--- config.mk ---
export PLATFORM = sky130hd
export DESIGN_NAME = sumram_drain
export DESIGN_NICKNAME = d
export VERILOG_FILES = /design/src/rtl/sumram_drain_pkg.sv /design/src/rtl/drain_fifo.sv /design/src/rtl/sumram_drain.sv
export SDC_FILE = /design/constraint.sdc
export NUM_CORES = 1
export LEC_CHECK = 0
export ABC_AREA = 0
export CAP_MARGIN = 20
export CORE_ASPECT_RATIO = 0.75
export CORE_UTILIZATION = 25
export DETAILED_ROUTE_END_ITERATION = 7
export MAX_ROUTING_LAYER = met4
export SKIP_LAST_GASP = 1
export SLEW_MARGIN = 20
export SYNTH_ARGS = -nofsm -noshare
export SYNTH_HDL_FRONTEND = slang
export SYNTH_HIERARCHICAL = 1
export SYNTH_SLANG_ARGS = --single-unit
--- constraint.sdc ---
create_clock -name I_clk -period 3.58 [get_ports I_clk]
set_input_delay 0.716 -clock I_clk [delete_from_list [all_inputs] [get_ports I_clk]]
set_output_delay 0.716 -clock I_clk [all_outputs]
set_load 0.005 [all_outputs]
--- src/rtl/sumram_drain_pkg.sv ---
// sumram_drain_pkg: shared FSM encoding and FIFO sizing for the accumulation RAM drain engine
package sumram_drain_pkg;
  typedef enum logic [1:0] {S_IDLE, S_RUN, S_FLUSH, S_DONE} state_e;
  function automatic int fifo_depth(input int ram_lat);
    return ram_lat + 2;
  endfunction
endpackage

--- src/rtl/drain_fifo.sv ---
// drain_fifo: synchronous register FIFO with occupancy count, non power-of-two depth allowed
module drain_fifo
  import sumram_drain_pkg::*;
#(
  parameter int DW    = 32,
  parameter int DEPTH = fifo_depth(2),
  parameter int CW    = $clog2(DEPTH + 1)
) (
  input  logic          clk,
  input  logic          rst,
  input  logic          push,
  input  logic          pop,
  input  logic [DW-1:0] din,
  output logic [DW-1:0] dout,
  output logic          full,
  output logic          empty,
  output logic [CW-1:0] count
);
  localparam int PW = $clog2(DEPTH);
  logic [DW-1:0] mem_q [DEPTH];
  logic [DW-1:0] mem_d [DEPTH];
  logic [PW-1:0] wp_q, wp_d, rp_q, rp_d;
  logic [CW-1:0] cnt_q, cnt_d;
  always_comb begin
    mem_d = mem_q;
    if (push) mem_d[wp_q] = din;
    wp_d = !push ? wp_q : wp_q == PW'(DEPTH - 1) ? '0 : wp_q + 1'b1;
    rp_d = !pop ? rp_q : rp_q == PW'(DEPTH - 1) ? '0 : rp_q + 1'b1;
    cnt_d = cnt_q + CW'(push) - CW'(pop);
  end
  always_ff @(posedge clk) begin
    if (rst) begin
      mem_q <= '{default: '0};
      wp_q <= '0;
      rp_q <= '0;
      cnt_q <= '0;
    end else begin
      mem_q <= mem_d;
      wp_q <= wp_d;
      rp_q <= rp_d;
      cnt_q <= cnt_d;
    end
  end
  assign dout = mem_q[rp_q];
  assign empty = cnt_q == '0;
  assign full = cnt_q == CW'(DEPTH);
  assign count = cnt_q;
endmodule

--- src/rtl/sumram_drain.sv ---
// sumram_drain: streams a block of accumulation RAM words out in address order under credit flow control
module sumram_drain
  import sumram_drain_pkg::*;
#(
  parameter int C_DSIZE   = 32,
  parameter int C_ASIZE   = 10,
  parameter int C_LENSIZE = 9,
  parameter int C_RAM_LAT = 2
) (
  input  logic                 I_clk,
  input  logic                 I_rst,
  input  logic                 I_start,
  input  logic [C_ASIZE-1:0]   I_base,
  input  logic [C_LENSIZE-1:0] I_len,
  output logic [C_ASIZE-1:0]   O_raddr,
  output logic                 O_rd,
  input  logic [C_DSIZE-1:0]   I_rdata,
  output logic [C_DSIZE-1:0]   O_dout,
  output logic                 O_dv,
  input  logic                 I_ready,
  output logic                 O_busy,
  output logic                 O_done
);
  localparam int D  = fifo_depth(C_RAM_LAT);
  localparam int CW = $clog2(D + 1);
  state_e state_q, state_d;
  logic [C_ASIZE-1:0] base_q, base_d, raddr_q, raddr_d;
  logic [C_LENSIZE-1:0] len_q, len_d;
  logic [C_LENSIZE:0] iss_q, iss_d, xfer_q, xfer_d;
  logic [C_RAM_LAT-1:0] vld_q, vld_d;
  logic rd_q, rd_d, busy_q, busy_d, done_q, done_d;
  logic push, pop, empty, full, credit;
  logic [CW-1:0] cnt;
  assign push = vld_q[C_RAM_LAT-1];
  assign pop = !empty && I_ready;
  assign credit = int'(rd_q) + $countones(vld_q) + int'(cnt) - int'(pop) < D;
  drain_fifo #(.DW(C_DSIZE), .DEPTH(D), .CW(CW)) u_fifo (
    .clk(I_clk), .rst(I_rst), .push(push), .pop(pop), .din(I_rdata),
    .dout(O_dout), .full(full), .empty(empty), .count(cnt)
  );
  always_comb begin
    state_d = state_q;
    base_d = base_q;
    len_d = len_q;
    iss_d = iss_q;
    xfer_d = xfer_q + (C_LENSIZE + 1)'(pop);
    raddr_d = raddr_q;
    rd_d = 1'b0;
    vld_d = (vld_q << 1) | C_RAM_LAT'(rd_q);
    unique case (state_q)
      S_IDLE: if (I_start) begin
        base_d = I_base;
        len_d = I_len;
        iss_d = '0;
        xfer_d = '0;
        state_d = I_len == '0 ? S_DONE : S_RUN;
      end
      S_RUN: if (credit) begin
        rd_d = 1'b1;
        raddr_d = base_q + C_ASIZE'(iss_q);
        iss_d = iss_q + 1'b1;
        state_d = iss_d == {1'b0, len_q} ? S_FLUSH : S_RUN;
      end
      S_FLUSH: state_d = xfer_d == {1'b0, len_q} ? S_DONE : S_FLUSH;
      S_DONE: state_d = S_IDLE;
      default: state_d = S_IDLE;
    endcase
    busy_d = state_d == S_RUN || state_d == S_FLUSH;
    done_d = state_d == S_DONE;
  end
  always_ff @(posedge I_clk) begin
    if (I_rst) begin
      state_q <= S_IDLE;
      base_q <= '0;
      len_q <= '0;
      iss_q <= '0;
      xfer_q <= '0;
      raddr_q <= '0;
      rd_q <= 1'b0;
      vld_q <= '0;
      busy_q <= 1'b0;
      done_q <= 1'b0;
    end else begin
      state_q <= state_d;
      base_q <= base_d;
      len_q <= len_d;
      iss_q <= iss_d;
      xfer_q <= xfer_d;
      raddr_q <= raddr_d;
      rd_q <= rd_d;
      vld_q <= vld_d;
      busy_q <= busy_d;
      done_q <= done_d;
      assert (!(push && full && !pop));
    end
  end
  assign O_raddr = raddr_q;
  assign O_rd = rd_q;
  assign O_dv = !empty;
  assign O_busy = busy_q;
  assign O_done = done_q;
endmodule

# After elaboration in Yosys (flattened, before gate mapping)
# Index checks and enable logic that the tools add are counted.
# totals
register_bits	191
input_bits	55
# classes
reduce_logical	12
n_eq_ne	12
order_cmp	4
n_mux	20
add_sub_neg	11
bitwise	4
# ops
operator	n
$bwmux 128	1
$mux 32	3
$bmux 32 s2	1
$demux 32 s2	1
$mux 10	4
$eq 10x9->1	2
$pmux 10 s2	1
$eq 2x2->1 const B	6
$mux 2	6
$add 10x1->10	1
$add 10x1->10 const B	1
$add 10x10->10	1
$logic_not 9->1	1
$pmux 2 s4	1
$ge 3x3->1 const B	2
$not 2->3	2
$lt 5x4->1 const B	1
$sub 4x1->5	1
$add 2x1->2 const B	2
$add 3x3->4	1
$eq 2x1->1 const B	2
$ne 2x2->1 const B	2
$reduce_and 2->1	2
$add 1x2->3	1
other kinds (15)	17

# Longest topological paths before layout
# Gate-level depths: netlist of the first run.
# depth
word_depth	9
depth_mapped	14

# Modules after synthesis
# Netlist of the first run, hierarchy kept.
# modules_own_cells
mod	seq_area_each_um2	n_inst	area_per_inst_um2	cells_each
drain_fifo	2702.6	1	6712.7	660
sumram_drain	1121.1	1	3239.4	414

# Least setup slack after synthesis of the first run
# No wires, ideal clock.
# synth_timing
path_type	input-to-reg
from	input port I_ready
to	register busy_q, in the netlist O_busy
t_required_ns	3.452
arrival_ns	3.565
path_stages	13
setup_slack_ns	-0.113
setup_time_ns	0.128
path_cell_list	nor2b_1 ha_1 fa_1 inv_1 ha_1 and3b_1 nor4_1 nor3_2 a2111oi_4 a31oi_1 or2_1 ha_1 nor2b_1
# synth_via
elab_chain_cells	7
# synth_rtl
element	line	source
start, declared	sumram_drain.sv:20	input logic I_ready,
$logic_and 1x1->1 (*)	sumram_drain.sv:35	assign pop = !empty && I_ready;
$add 10x1->10 / $sub 4x1->5 (equally long branches)	sumram_drain.sv:46, sumram_drain.sv:36	
$eq 10x9->1 / $lt 5x4->1 (equally long branches)	sumram_drain.sv:64, sumram_drain.sv:36	
$mux 1 / $mux 2 (equally long branches)	sumram_drain.sv:64, sumram_drain.sv:58	
$pmux 2 s4 (*)	sumram_drain.sv:50	unique case (state_q)
named net state_d[0]	sumram_drain.sv:26	state_e state_q, state_d;
$eq 2x1->1 / $eq 2x2->1 (equally long branches)	sumram_drain.sv:68	busy_d = state_d == S_RUN || state_d == S_FLUSH;
$logic_or 1x1->1 (*)	sumram_drain.sv:68	
named net busy_d	sumram_drain.sv:31	logic rd_q, rd_d, busy_q, busy_d, done_q, done_d;
end signal, assigned	sumram_drain.sv:92	busy_q <= busy_d;
end, declared	sumram_drain.sv:31	
# The timed path passes the listed nets; every way through them passes the cells marked *.
# A chain may end at the register's enable or synchronous reset.

# Worst setup path in the final report of the first run
# layout_timing
from	register u_fifo.cnt_q[0], in the netlist u_fifo/count[0]
to	register busy_q, in the netlist O_busy
# layout_via
elab_chain_cells	9
# layout_rtl
element	line	source
start, declared	drain_fifo.sv:23	logic [CW-1:0] cnt_q, cnt_d;
start signal, assigned	drain_fifo.sv:41	cnt_q <= cnt_d;
$logic_not 3->1 (*)	drain_fifo.sv:45	assign empty = cnt_q == '0;
named net empty	sumram_drain.sv:32	logic push, pop, empty, full, credit;
$logic_not 1->1 (*)	sumram_drain.sv:35	
$logic_and 1x1->1 (*)	sumram_drain.sv:35	
named net pop	sumram_drain.sv:32	
$add 10x1->10 / $sub 4x1->5 (equally long branches)	sumram_drain.sv:46, sumram_drain.sv:36	
$eq 10x9->1 / $lt 5x4->1 (equally long branches)	sumram_drain.sv:64, sumram_drain.sv:36	
$mux 1 / $mux 2 (equally long branches)	sumram_drain.sv:64, sumram_drain.sv:58	
$pmux 2 s4 (*)	sumram_drain.sv:50	
named net state_d[0]	sumram_drain.sv:26	
$eq 2x1->1 / $eq 2x2->1 (equally long branches)	sumram_drain.sv:68	
$logic_or 1x1->1 (*)	sumram_drain.sv:68	
named net busy_d	sumram_drain.sv:31	
# Marks and branches as above.

==> results of run 1 <==
## final cells by class
class	instances	area, um2
Fill cell	3942	26760
Multi-Input combinational cell	759	5519
Sequential cell	191	3831
Timing Repair Buffer	135	1321
Tap cell	512	640.6
Clock buffer	24	471.7
Inverter	24	90.09
Clock inverter	7	78.83
## per-stage QoR
step / total power, mW / instances / instance area (um2) / TNS [ps] / hold WS, ps
final: 5.520 / 1652 / 11950 / 0 / 444.5
after global routing: 5.825 / 1652 / 11950 / 0 / 480.1
after CTS: 5.581 / 1650 / 11890 / 0 / 451.8
after detailed placement: 3.684 / 1618 / 11330 / -7006 / 432.3
after global placement: 3.657 / 1618 / 11330 / -6334 / 435.5
after floorplan: 3.189 / 1073 / 9953 / 0 / 422.0
## state kept, by name, indices dropped and copies added (netlist names)
name	flops
O_busy	1
O_done	1
O_raddr	10
O_rd	1
base_q	10
iss_q	10
len_q	9
state_q	2
u_fifo/count	3
u_fifo/mem_q	128
u_fifo/rp_q	2
u_fifo/wp_q	2
vld_q	2
xfer_q	10
## worst max-delay path by stage
stage,start,end,slack (ps),cells after the start
floorplan,I_ready,O_busy,40,13
global placement,I_ready,O_busy,-540,14
detailed placement,I_ready,O_busy,-550,14
CTS,I_ready,O_busy,4,14
global route,u_fifo/count[0],O_busy,9,14
finish,u_fifo/count[0],O_busy,150,14
## routing by layer
metal | wire length, um | vias up
met2 | 11240 | 154
met3 | 1029 | 14
met5 | 0 | -
met1 | 12330 | 3854
li1 | - | 3960
met4 | 231 | 0
## worst register-to-register path, cell delays in order (launching register included)
cell                        delay [ps]
sky130_fd_sc_hd__dfxtp_2           340
sky130_fd_sc_hd__nor3_4            230
sky130_fd_sc_hd__nor2b_4            70
sky130_fd_sc_hd__ha_1              280
sky130_fd_sc_hd__fa_1              360
sky130_fd_sc_hd__inv_1              60
sky130_fd_sc_hd__ha_1              220
sky130_fd_sc_hd__and3b_1           210
sky130_fd_sc_hd__nor4_2            260
sky130_fd_sc_hd__nor3_2            100
sky130_fd_sc_hd__a2111oi_4         370
sky130_fd_sc_hd__a31oi_2           150
sky130_fd_sc_hd__or2_1             240
sky130_fd_sc_hd__ha_1              290
sky130_fd_sc_hd__nor2b_1           130
## power groups by stage
stage	clock, mW	sequential, mW	combinational, mW
final	1.85	2.36	1.31
after global routing	2.01	2.38	1.44
after CTS	1.93	2.36	1.29
after detailed placement	0	2.41	1.28
after global placement	0	2.41	1.25
after floorplan	0	2.33	0.860
## timing repair
item	4_1_cts	5_1_grt
endpoints found under the setup margin	1	3
buffers inserted	1	1
gates resized for setup	1	6
pin swaps	4	5
==> key figures, run 1 <==
Power
  – Part of the power in registers: 42.8%
  – Leak pwr: 4.117 nW
  – Comb power frac: 23.6%
  – Ratio of total power to cell area: 461.8 nW/um2
  – Cell-internal power: 3.854 mW
  – Switching pwr: 1.666 mW
  – Switching Fraction: 30.18%
  – Clock network fraction of total power: 33.5%
  – Worst voltage drop across the vdd grid: 0.2650 mV

Status
  – Result of the run: finished, final reports clean

Setup path
  – Most prevalent standard cell on the critical path: sky130_fd_sc_hd__ha_1
  – Largest delay share family, worst path: simple AND/OR/NAND/NOR gates
  – Setup Crit Path Kind: flip-flop to flip-flop
  – Library cell contributing the largest single delay on the critical path: sky130_fd_sc_hd__a2111oi_4
  – Capture point of the worst reg-to-reg path: O_busy
  – Critical Path Source Type: flip-flop
  – Crit Reg-Reg Startpoint: u_fifo/count[0]
  – Crit end category: flip-flop
  – Critical path buffers and inverters: 1
  – Worst endpoint required time: 3890 ps
  – CP peak stage delay: 370 ps
  – Reg-to-reg slack, setup: 150 ps
  – Depth of the most critical reg-to-reg path: 14
  – Cell breakdown of the critical path: nor3_4 -> nor2b_4 -> ha_1 -> fa_1 -> inv_1 -> ha_1 -> and3b_1 -> nor4_2 -> nor3_2 -> a2111oi_4 -> a31oi_2 -> or2_1 -> ha_1 -> nor2b_1
  – Arr. time, crit path: 3740 ps
  – Largest fanout of any net on the critical path: 3

Placement
  – Routability congestion estimate from global placement: 0.8372
  – Post-place setup slack: -552.1 ps
  – Port buffer count: 100
  – HPWL after DPL: 15.82 mm

GRT
  – Initial antenna violation count: 0
  – Overflow left after global routing: 0
  – Global routing met3 resource utilization: 2.595%
  – Pin count of the biggest net entering global routing: 261
  – Total global routing track utilization: 12.77%
  – Met2 usage in global routing: 18.92%
  – Vias in the first global route: 7478
  – Global route hottest layer: met2
  – Met1 track demand over resource: 17.46%
  – Global-route wire length before repair: 40.25 mm

STA
  – Shortest period the worst path allows: 3426 ps
  – Post-route clock period utilization: 95.70%
  – Final Hold Violating Endpoints: 0
  – Least setup slack across all paths after layout: 153.9 ps
  – Setup repair after global routing missed its margin: false
  – Pin slew with the least headroom to its limit: 790.2 ps
  – Count of final setup violators: 0
  – Total count of max-transition violations in the final report: 0
  – Slew margin rel.: 47.32%
  – Setup skew after layout: 9.599 ps
  – Fmax achieved: 0.2919 GHz

Clock tree
  – Cts bufs inserted: 17
  – Number of sinks driven by the clock tree: 191
  – Root Driver: sky130_fd_sc_hd__clkbuf_16
  – Number of buffers on the longest clock path: 2
  – Clock tree from TritonCTS: done
  – Post-cts hold buffer count: 0
  – Latest clock arrival within the worst-skew pair: 450 ps
  – Clock transition at path regs: 70 ps
  – Count of H-tree levels built during CTS: 4

Die
  – Area of the die: 40590 um2
  – Area inside the core boundary: 38710 um2
  – Initial Utilization: 25.69%
  – I/O Pins: 101
  – Standard-cell row count: 62
  – Die extent in y: 174.7 um
  – Overall die width: 232.3 um

Finish
  – Top library cells by usage in the layout, fill and taps aside: 187 x sky130_fd_sc_hd__dfxtp_1, 177 x sky130_fd_sc_hd__a21oi_1, 143 x sky130_fd_sc_hd__nand3_1, 128 x sky130_fd_sc_hd__a21bo_2, 98 x sky130_fd_sc_hd__clkdlybuf4s50_1
  – Most frequent standard cell in the layout excluding fill and tap cells: sky130_fd_sc_hd__dfxtp_1
  – Share of layout cells above drive strength 1: 21.14%
  – Fin util: 30.88%
  – Layout overhead on the synthesized area: 20.19%
  – Number of antenna diodes: 0
  – Total number of nets in the final design: 1212

Route
  – Number of DRC markers after the initial detailed-route iteration: 586
  – Detail Route Antenna Nets: 0
  – Final routed wirelength across all metal layers: 24.84 mm
  – Ratio of routed vias to standard cells: 4.832
  – Routed length per placed instance: 15.04 um
  – Total iterations of the first detailed-routing run: 5
  – Vias after detailed routing: 7982
  – Count of unresolved DRC violations after routing: 0

Logic synthesis
  – Mapped Avg Cell Area: 9.268 um2
  – Syn_nets: 1157
  – Gate count of the mapped netlist: 1073
  – Yosys Warn Count: 6
  – Post-synth design cell area: 9945 um2

Run
  – Number of maximum-capacitance violations: 0

Min path
  – Number of cells on the worst hold path: 2
  – Worst Hold Path EP: vld_q[1]
  – Start point of the worst hold path: vld_q[0]
  – Worst min-delay path class: flip-flop to flip-flop
Note: power is estimated with default switching activity, not from simulation.
==> run 2: changes to the inputs <==
- GPL_TIMING_DRIVEN: not set -> 0
==> run 2 against run 1 <==
  * Largest cell class unchanged
  * Setup slack worse by 8.7 ps
  * Cell count increased by 4.5%
  * Flip-flop and latch count unchanged
  * Routed wire length grew 23%
  * Die area unchanged
  * Critical path type unchanged
  * Largest power group unchanged
  * Register-to-register slack about the same
  * Utilization rose by 1.0 points
  * Cell area grew 3.4%
  * First-iteration DRC count up 17%
  * Sequential power is 2% lower
  * Sequential share of layout area down 1.1 points
  * Maximum frequency decreased by 0.25%
==> key figures, run 2 (same netlist as run 1, synthesis figures left out) <==
Die
  – Overall die width: 232.3 um (unchanged)
  – Area of the die: 40590 um2 (unchanged)
  – Initial Utilization: 25.69% (unchanged)
  – I/O Pins: 101 (unchanged)
  – Area inside the core boundary: 38710 um2 (unchanged)
  – Standard-cell row count: 62 (unchanged)
  – Die extent in y: 174.7 um (unchanged)

Clock tree
  – Latest clock arrival within the worst-skew pair: 460 ps (about the same)
  – Number of sinks driven by the clock tree: 191 (unchanged)
  – Clock transition at path regs: 80 ps (about the same)
  – Count of H-tree levels built during CTS: 4 (unchanged)
  – Post-cts hold buffer count: 0 (unchanged)
  – Cts bufs inserted: 17 (unchanged)
  – Root Driver: sky130_fd_sc_hd__clkbuf_16
  – Clock tree from TritonCTS: done
  – Number of buffers on the longest clock path: 2 (unchanged)

Setup path
  – Worst endpoint required time: 3910 ps (+20 ps)
  – Critical Path Source Type: flip-flop
  – Arr. time, crit path: 3770 ps (+30 ps)
  – Largest fanout of any net on the critical path: 4 (+1)
  – Crit end category: flip-flop
  – Setup Crit Path Kind: flip-flop to flip-flop

GRT
  – Total global routing track utilization: 15.84% (+3.1 points)
  – Vias in the first global route: 8362 (+12%)
  – Pin count of the biggest net entering global routing: 23 (-91%)
  – Global-route wire length before repair: 48.18 mm (+20%)
  – Initial antenna violation count: 1 (+1)
  – Overflow left after global routing: 0 (unchanged)

Finish
  – Total number of nets in the final design: 1284 (+5.9%)
  – Share of layout cells above drive strength 1: 21.85% (+0.71 points)
  – Number of flip-flops in the largest register: 128 (unchanged)
  – Most frequent standard cell in the layout excluding fill and tap cells: sky130_fd_sc_hd__dfxtp_1
  – Layout overhead on the synthesized area: 24.23%
  – Register bank with the most flops: u_fifo/mem_q
  – Final std cell area, no fill: 12350 um2 (+3.4%)
  – Fin util: 31.92% (+1.0 points)
  – Final non-filler cell total: 1726 (+4.5%)
  – Top library cells by usage in the layout, fill and taps aside: 190 x sky130_fd_sc_hd__dfxtp_1, 177 x sky130_fd_sc_hd__a21oi_1, 143 x sky130_fd_sc_hd__nand3_1, 128 x sky130_fd_sc_hd__a21bo_2, 99 x sky130_fd_sc_hd__clkdlybuf4s50_1

Placement
  – HPWL after DPL: 21.74 mm (+37%)
  – Post-place setup slack: -1035 ps (-482.7 ps)
  – Routability congestion estimate from global placement: 0.8736 (+4.3%)
  – Number of instances in the placed design: 1685 (+4.1%)
  – Cell area after placement: 11590 um2 (+2.4%)
  – Port buffer count: 100 (unchanged)

STA
  – Count of final setup violators: 0 (unchanged)
  – Slew margin rel.: 51.87% (+4.5 points)
  – Total count of max-transition violations in the final report: 0 (unchanged)
  – Post-route clock period utilization: 95.94% (+0.24 points)
  – Final Hold Violating Endpoints: 0 (unchanged)
  – Fmax achieved: 0.2911 GHz (-0.25%)
  – Setup skew after layout: 16.66 ps (+7.062 ps)
  – Least setup slack across all paths after layout: 145.2 ps (-8.678 ps)
  – Final setup TNS: 0 ps (unchanged)
  – Pin slew with the least headroom to its limit: 722.0 ps (-68.19 ps)
  – Shortest period the worst path allows: 3435 ps (+8.678 ps)
  – Worst hold margin: 459.6 ps (+15.13 ps)

Power
  – PnR Total Power: 5.820 mW (+5.4%)
  – Cell-internal power: 3.857 mW (about the same)
  – Ratio of total power to cell area: 471.1 nW/um2 (+2.0%)
  – Worst voltage drop across the vdd grid: 0.2383 mV (-10%)
  – Clock network fraction of total power: 34.5% (+1.0 points)
  – Part of the power in registers: 39.7% (-3.1 points)
  – Comb power frac: 25.7% (+2.1 points)
  – Switching Fraction: 33.73% (+3.5 points)
  – Switching pwr: 1.963 mW (+18%)
  – Leak pwr: 4.333 nW (+5.2%)

Min path
  – Worst min-delay path class: flip-flop to flip-flop

Run
  – Number of maximum-capacitance violations: 0 (unchanged)

Route
  – Total iterations of the first detailed-routing run: 5 (unchanged)
  – Number of DRC markers after the initial detailed-route iteration: 684 (+17%)
  – Vias after detailed routing: 8581 (+7.5%)
  – Ratio of routed vias to standard cells: 4.972 (+2.9%)
  – Final routed wirelength across all metal layers: 30.59 mm (+23%)
  – Routed length per placed instance: 17.72 um (+18%)
  – Count of unresolved DRC violations after routing: 0 (unchanged)
  – Detail Route Antenna Nets: 0 (unchanged)

Status
  – Result of the run: finished, final reports clean
[run 2: cell count changes in the layout (fill, tap and decap cells not counted), moves of 4 or more]
cell and delta:
sky130_fd_sc_hd__clkbuf_1 +36, sky130_fd_sc_hd__buf_4 -22, sky130_fd_sc_hd__buf_1 +10, sky130_fd_sc_hd__buf_2 +30, sky130_fd_sc_hd__buf_6 +11, sky130_fd_sc_hd__ha_2 -4
sky130_fd_sc_hd__inv_8 +5, sky130_fd_sc_hd__clkinv_8 +6
[run 2: worst paths after layout]
| kind | startpoint | endpoint | slack [ps] | cells after the start |
|---|---|---|---|---|
| max | u_fifo/count[1] | O_busy | 150 | 14 |
| min | O_raddr[8] | O_raddr[8] | 460 | 2 |
| min reg2reg | O_raddr[8] | O_raddr[8] | 460 | 2 |
| max reg2reg | u_fifo/count[1] | O_busy | 150 | 14 |
[run 2: what timing repair did]
item | CTS | global route
pin swaps | 5 | 7
endpoints found under the setup margin | 25 | 8
buffers inserted | 3 | 5
gates resized for setup | 8 | 9
[run 2: per-layer routing]
metal | wire (um) | GRT usage [%]
met1 | 14750 | 22.60
met2 | 13500 | 22.88
met5 | 0 | -
met3 | 1902 | 2.644
met4 | 436 | 4.167
[run 2: layout make-up]
cell class	count	area, um2
tap	512	640.6
sequential	191	3827
inverter	24	90.09
buffer	99	560.5
timing repair buffer	108	1061
clock inverter	15	202.7
fill	3996	26360
antenna	1	2.502
clock buffer	17	425.4
multi-input combinational	759	5544
[run 2: power by group through the flow]
stage / sequential [mW] / combinational, mW / clock [mW]
2_1_floorplan: 2.33 / 0.860 / 0
3_3_place_gp: 2.35 / 1.33 / 0
5_1_grt: 2.33 / 1.64 / 2.15
3_5_place_dp: 2.35 / 1.35 / 0
6_report: 2.31 / 1.50 / 2.01
4_1_cts: 2.31 / 1.42 / 2.06
[run 2: worst max-delay path, stage by stage (launching register included)]
cell and delay [ps]:
sky130_fd_sc_hd__dfxtp_4 370, sky130_fd_sc_hd__nor3_4 240, sky130_fd_sc_hd__nor2b_4 80, sky130_fd_sc_hd__ha_4 220, sky130_fd_sc_hd__fa_2 320, sky130_fd_sc_hd__inv_1 60
sky130_fd_sc_hd__ha_1 210, sky130_fd_sc_hd__and3b_2 240, sky130_fd_sc_hd__nor4_4 260, sky130_fd_sc_hd__nor3_4 80, sky130_fd_sc_hd__a2111oi_4 400, sky130_fd_sc_hd__a31oi_2 180
sky130_fd_sc_hd__or2_1 270, sky130_fd_sc_hd__ha_1 260, sky130_fd_sc_hd__nor2b_1 130
